==> src/rtl/sys_if_cmd_master.sv <==
// Command-driven initiator for the sys_if register bus: runs WRITE, READ and POLL
// commands one at a time and returns one response per command.
module sys_if_cmd_master #(
  parameter int RD_WAIT      = 1,
  parameter int POLL_GAP     = 4,
  parameter int POLL_TIMEOUT = 1024
) (
  input  logic        sys_if_clk,
  input  logic        sys_if_rst,
  input  logic        cmd_valid,
  output logic        cmd_ready,
  input  logic [1:0]  cmd_op,
  input  logic [31:0] cmd_addr,
  input  logic [31:0] cmd_wdata,
  input  logic [31:0] cmd_mask,
  output logic        rsp_valid,
  input  logic        rsp_ready,
  output logic [31:0] rsp_rdata,
  output logic [1:0]  rsp_status,
  output logic        busy,
  output logic        sys_if_wen,
  output logic [31:0] sys_if_addr,
  output logic [31:0] sys_if_wdata,
  input  logic [31:0] sys_if_rdata
);

  localparam int WW    = $clog2(RD_WAIT + 1);
  localparam int GW    = (POLL_GAP > 0) ? $clog2(POLL_GAP + 1) : 1;
  localparam int ATT_W = $clog2(POLL_TIMEOUT + 1);

  localparam logic [WW-1:0]    WAIT_LAST = WW'(RD_WAIT - 1);
  localparam logic [GW-1:0]    GAP_LAST  = GW'((POLL_GAP > 0) ? POLL_GAP - 1 : 0);
  localparam logic [ATT_W-1:0] ATT_LAST  = ATT_W'(POLL_TIMEOUT - 1);

  localparam logic [1:0] OP_WRITE = 2'b00;
  localparam logic [1:0] OP_READ  = 2'b01;
  localparam logic [1:0] OP_POLL  = 2'b10;

  localparam logic [1:0] ST_OK      = 2'b00;
  localparam logic [1:0] ST_TIMEOUT = 2'b01;
  localparam logic [1:0] ST_ILLEGAL = 2'b10;

  typedef enum logic [2:0] {
    S_IDLE,
    S_WRITE,
    S_RD_WAIT,
    S_POLL_GAP,
    S_RESP
  } state_t;

  state_t            state_q;
  logic              cmd_ready_q, rsp_valid_q, busy_q, wen_q, is_poll_q;
  logic [31:0]       rsp_rdata_q, addr_q, wdata_q, exp_q, mask_q;
  logic [1:0]        rsp_status_q;
  logic [WW-1:0]     wait_q;
  logic [GW-1:0]     gap_q;
  logic [ATT_W-1:0]  att_q, att_d;
  logic              hit;

  function automatic logic poll_match(input logic [31:0] sample, input logic [31:0] expv,
                                      input logic [31:0] mask);
    return ((sample ^ expv) & mask) == 32'h0;
  endfunction

  assign att_d = att_q + 1'b1;
  assign hit   = poll_match(sys_if_rdata, exp_q, mask_q);

  always_ff @(posedge sys_if_clk or posedge sys_if_rst) begin
    if (sys_if_rst) begin
      state_q      <= S_IDLE;
      cmd_ready_q  <= 1'b0;
      rsp_valid_q  <= 1'b0;
      rsp_rdata_q  <= '0;
      rsp_status_q <= ST_OK;
      busy_q       <= 1'b0;
      wen_q        <= 1'b0;
      addr_q       <= '0;
      wdata_q      <= '0;
      exp_q        <= '0;
      mask_q       <= '0;
      is_poll_q    <= 1'b0;
      wait_q       <= '0;
      gap_q        <= '0;
      att_q        <= '0;
    end else begin
      case (state_q)
        S_IDLE: begin
          cmd_ready_q <= 1'b1;
          if (cmd_valid && cmd_ready_q) begin
            cmd_ready_q <= 1'b0;
            busy_q      <= 1'b1;
            exp_q       <= cmd_wdata;
            mask_q      <= cmd_mask;
            wait_q      <= '0;
            gap_q       <= '0;
            att_q       <= '0;
            is_poll_q   <= (cmd_op == OP_POLL);
            if (cmd_op == OP_WRITE || cmd_op == OP_READ || cmd_op == OP_POLL) begin
              addr_q  <= cmd_addr;
              wdata_q <= cmd_wdata;
            end
            case (cmd_op)
              OP_WRITE: begin
                wen_q   <= 1'b1;
                state_q <= S_WRITE;
              end
              OP_READ, OP_POLL: state_q <= S_RD_WAIT;
              default: begin
                // Illegal op answers immediately and never touches the bus.
                rsp_valid_q  <= 1'b1;
                rsp_rdata_q  <= '0;
                rsp_status_q <= ST_ILLEGAL;
                state_q      <= S_RESP;
              end
            endcase
          end
        end
        S_WRITE: begin
          wen_q        <= 1'b0;
          rsp_valid_q  <= 1'b1;
          rsp_rdata_q  <= '0;
          rsp_status_q <= ST_OK;
          state_q      <= S_RESP;
        end
        S_RD_WAIT: begin
          if (wait_q == WAIT_LAST) begin
            wait_q      <= '0;
            rsp_rdata_q <= sys_if_rdata;
            if (!is_poll_q || hit) begin
              att_q        <= att_d;
              rsp_valid_q  <= 1'b1;
              rsp_status_q <= ST_OK;
              state_q      <= S_RESP;
            end else if (att_q == ATT_LAST) begin
              att_q        <= att_d;
              rsp_valid_q  <= 1'b1;
              rsp_status_q <= ST_TIMEOUT;
              state_q      <= S_RESP;
            end else begin
              att_q   <= att_d;
              state_q <= (POLL_GAP == 0) ? S_RD_WAIT : S_POLL_GAP;
            end
          end else begin
            wait_q <= wait_q + 1'b1;
          end
        end
        S_POLL_GAP: begin
          if (gap_q == GAP_LAST) begin
            gap_q   <= '0;
            state_q <= S_RD_WAIT;
          end else begin
            gap_q <= gap_q + 1'b1;
          end
        end
        S_RESP: begin
          if (rsp_ready) begin
            rsp_valid_q <= 1'b0;
            busy_q      <= 1'b0;
            cmd_ready_q <= 1'b1;
            state_q     <= S_IDLE;
          end
        end
        default: state_q <= S_IDLE;
      endcase
    end
  end

  assign cmd_ready    = cmd_ready_q;
  assign rsp_valid    = rsp_valid_q;
  assign rsp_rdata    = rsp_rdata_q;
  assign rsp_status   = rsp_status_q;
  assign busy         = busy_q;
  assign sys_if_wen   = wen_q;
  assign sys_if_addr  = addr_q;
  assign sys_if_wdata = wdata_q;

endmodule

==> config.mk <==
export PLATFORM = sky130hd
export DESIGN_NAME = sys_if_cmd_master
export DESIGN_NICKNAME = d
export VERILOG_FILES = /design/src/rtl/sys_if_cmd_master.sv
export SDC_FILE = /design/constraint.sdc
export NUM_CORES = 1
export LEC_CHECK = 0
export ABC_CLOCK_PERIOD_IN_PS = 9900
export CORE_MARGIN = 3
export CORE_UTILIZATION = 35
export DETAILED_ROUTE_END_ITERATION = 7
export PLACE_DENSITY = 0.66
export SYNTH_ARGS = -nofsm -noshare
export SYNTH_HDL_FRONTEND = slang
export SYNTH_SLANG_ARGS = --single-unit
==> constraint.sdc <==
create_clock -name sys_if_clk -period 9.9 [get_ports sys_if_clk]
set_input_delay 2.97 -clock sys_if_clk [delete_from_list [all_inputs] [get_ports sys_if_clk]]
set_output_delay 2.97 -clock sys_if_clk [all_outputs]
set_load 0.02 [all_outputs]
==> metrics.yaml <==
drc: 0
synth_top_area_share: 0.601
placement.io_buffers: 235
avgSynthCellArea_um2: 14.3
path_class: "in -> reg"
grt_overflow: 0
fin_crit_ns: 5.32
timing.setup.tns_ns: 0
fillers: 1776
synth_area_leader_cell: "dfrtp_1"
rows: 53
maxCapViolations: 0
placedCellCount: 1024
finalSetupViolations: 0
post-route-period-util: 0.538
end_kind: "register"
rsz0062_at_grt: "no"
final-seq-area_mm2: 0.00460
cts-resized-gates: 0
pwr-share-clk: 0.195
cp_max_fo: 47
synth.distinct_cells: 48
cts_root_buf: "clkbuf_16"
synth-edff-count: 0
synthTopCellsByArea: "dfrtp_1, mux2_2, a22o_1"
wire_per_inst_um: 19.2
p_leak_nw: 4.54
peakVddDrop_mv: 0.173
first_pass_iters: 4
synthArstFlopShare: 1.00
timing.rr.start: "state_q[2]"
start_util: 0.360
total_power_mw: 3.59
gp_congestion: 0.818
comb_power_share: 0.437
hold_path.class: "reg -> reg"
worst_pin_slew_ns: 1.16
multi_input_area_mm2: 0.00289
grt_max_degree: 122
cts_sinks: 184
via_count: 5222
min_from: "busy"
grt_pass1_vias: 5761
drt.antenna.violating_nets: 0
cts_tree: "done"
die_w_um: 154
pwr-share-seq: 0.367
internal_power_mw: 2.32
relSlewSlack: 0.225
skew_ns: 0.00839
clock_path_buffers: 2
nNetsFinal: 909
ys_ff_latch: 184
clock_latency_ns: 0.42
fp.dieH_um: 154
yosysSeqAreaShare: 0.601
fmax_ghz: 0.188
worstPathRequired_ns: 10.20
status: "finished clean"
synth_ff_type: "dfrtp_1"
syn_inst: 537
hold_buffers: 0
grt_use_total: 0.174
yosysWarningCount: 0
diodes: 0
fp.dieArea_mm2: 0.0237
stdcell_count: 1055
drive_above_1_share: 0.223
swShare: 0.353
hpwl_um: 14700
area_delta_synth_final_pct: 41.4
worstPathArrival_ns: 5.63
htreeDepth: 4
start_kind: "primary input"
slew_violations: 0
cts_setup_buffers: 0
numCtsBuffers: 17
antenna_found_initial: 0
switchingPower_mw: 1.27
vias_per_cell: 4.95
worstSetupStartpoint: "cmd_valid"
finalHoldViolCount: 0
io_pins: 236
design.core.area_mm2: 0.0213
cts.clk_slew.worst_paths_ns: 0.07
power.density_mw_per_mm2: 331
syn-cell-area_mm2: 0.00766
grt_pass1_wl_um: 32400
syn_nets: 678
wirelength_um: 20200
drtIter0Drc: 241
-- cells in the final DEF (no fill, tap or decap), types with 4 or more instances in the layout --
master	instances
nand4_1	6
dfrtp_1	184
xor2_1	32
a21oi_1	9
a22oi_1	16
nand2_1	17
nor2_1	11
ha_1	7
clkdlybuf4s50_1	235
mux2_2	124
a22o_1	33
nand3_1	6
o21ai_0	16
clkbuf_16	17
mux2_1	4
-- state kept, by name (all words and copies together), names as in the netlist --
signal / count
att_q: 11
busy: 1
cmd_ready: 1
exp_q: 32
gap_q: 3
is_poll_q: 1
mask_q: 32
rsp_rdata: 32
rsp_status: 2
rsp_valid: 1
state_q: 3
sys_if_addr: 32
sys_if_wdata: 32
sys_if_wen: 1
-- area by class of cell --
type | count | share of cell area
inverter | 4 | 0.00208
sequential | 184 | 0.425
clock buffer | 18 | 0.0396
clock inverter | 13 | 0.0156
multi-input combinational | 323 | 0.266
timing repair buffer | 238 | 0.219
tap | 275 | 0.0318
-- synthesized netlist by cell type (2+ instances only) --
master / number
mux2_2: 124
ha_1: 7
nor2_1: 13
nor4b_1: 2
nor3_1: 3
o31ai_1: 3
buf_1: 3
nand4_1: 6
xor2_1: 32
buf_4: 3
o211ai_1: 2
o21a_1: 3
a21oi_1: 9
nor2_2: 2
a22oi_1: 16
nor2b_1: 3
o21ai_0: 16
mux2_1: 4
nand3_1: 6
inv_1: 4
a22o_1: 33
dfrtp_1: 184
clkbuf_1: 4
buf_2: 11
clkbuf_8: 4
xnor2_1: 2
nand2_1: 17
-- logic make-up (layout without fill, tap and decap cells) --
logic type,count (synthesis),count (layout),synth area share
xor gates and xnor gates,34,34,0.0389
AOI/OAI and AO/OA,91,91,0.0877
muxes,128,128,0.188
buffers and inverters,30,273,0.0242
adders and majority gates,7,7,0.0114
DFF,184,184,0.601
and+or+nand+nor,63,63,0.0484
-- metal layers --
| layer | routed length (um) | GRT usage |
|---|---|---|
| met5 | 0 | 0 |
| met4 | 153 | 0.0416 |
| met3 | 1560 | 0.0673 |
| met2 | 10100 | 0.288 |
| met1 | 8430 | 0.215 |
-- worst max-delay path: stages --
cell	delay, ns
clkdlybuf4s50_1	0.53
nand2_1	0.10
nor2_1	0.15
nand2_1	0.24
nor2_4	0.57
buf_4	0.62
mux2_2	0.41
-- through the flow --
stage / cell area (um2) / utilization / hold slack [ns] / worst slack, ns
6_report: 10800 / 0.509 / 0.492 / 4.58
5_1_grt: 10800 / 0.509 / 0.522 / 4.43
4_1_cts: 10800 / 0.509 / 0.499 / 4.59
3_3_place_gp: 10200 / 0.481 / 0.461 / 4.23
2_1_floorplan: 7660 / - / 0.446 / 1.93
3_5_place_dp: 10200 / 0.481 / 0.478 / 4.13
-- final timing paths --
check	to	slack [ns]	cells past startpoint
worst max register to register	sys_if_wdata[2]	6.95	5
worst max-delay path	sys_if_wdata[2]	4.58	7
worst min-delay path	busy	0.49	2
max in group asynchronous	rsp_rdata[4]	5.39	3
min in group asynchronous	sys_if_addr[7]	3.11	2
worst min register to register	busy	0.49	2
-- power groups by stage --
stage          Sequential [mW]  Combinational (mW)  Clock, mW
6_report                  1.32                1.57      0.701
5_1_grt                   1.37                1.69      0.753
4_1_cts                   1.32                1.59      0.720
3_5_place_dp              1.33                1.59          0
3_3_place_gp              1.31                1.56          0
2_1_floorplan             1.51               0.753          0
No activity file was read; power rests on OpenSTA's default activity.
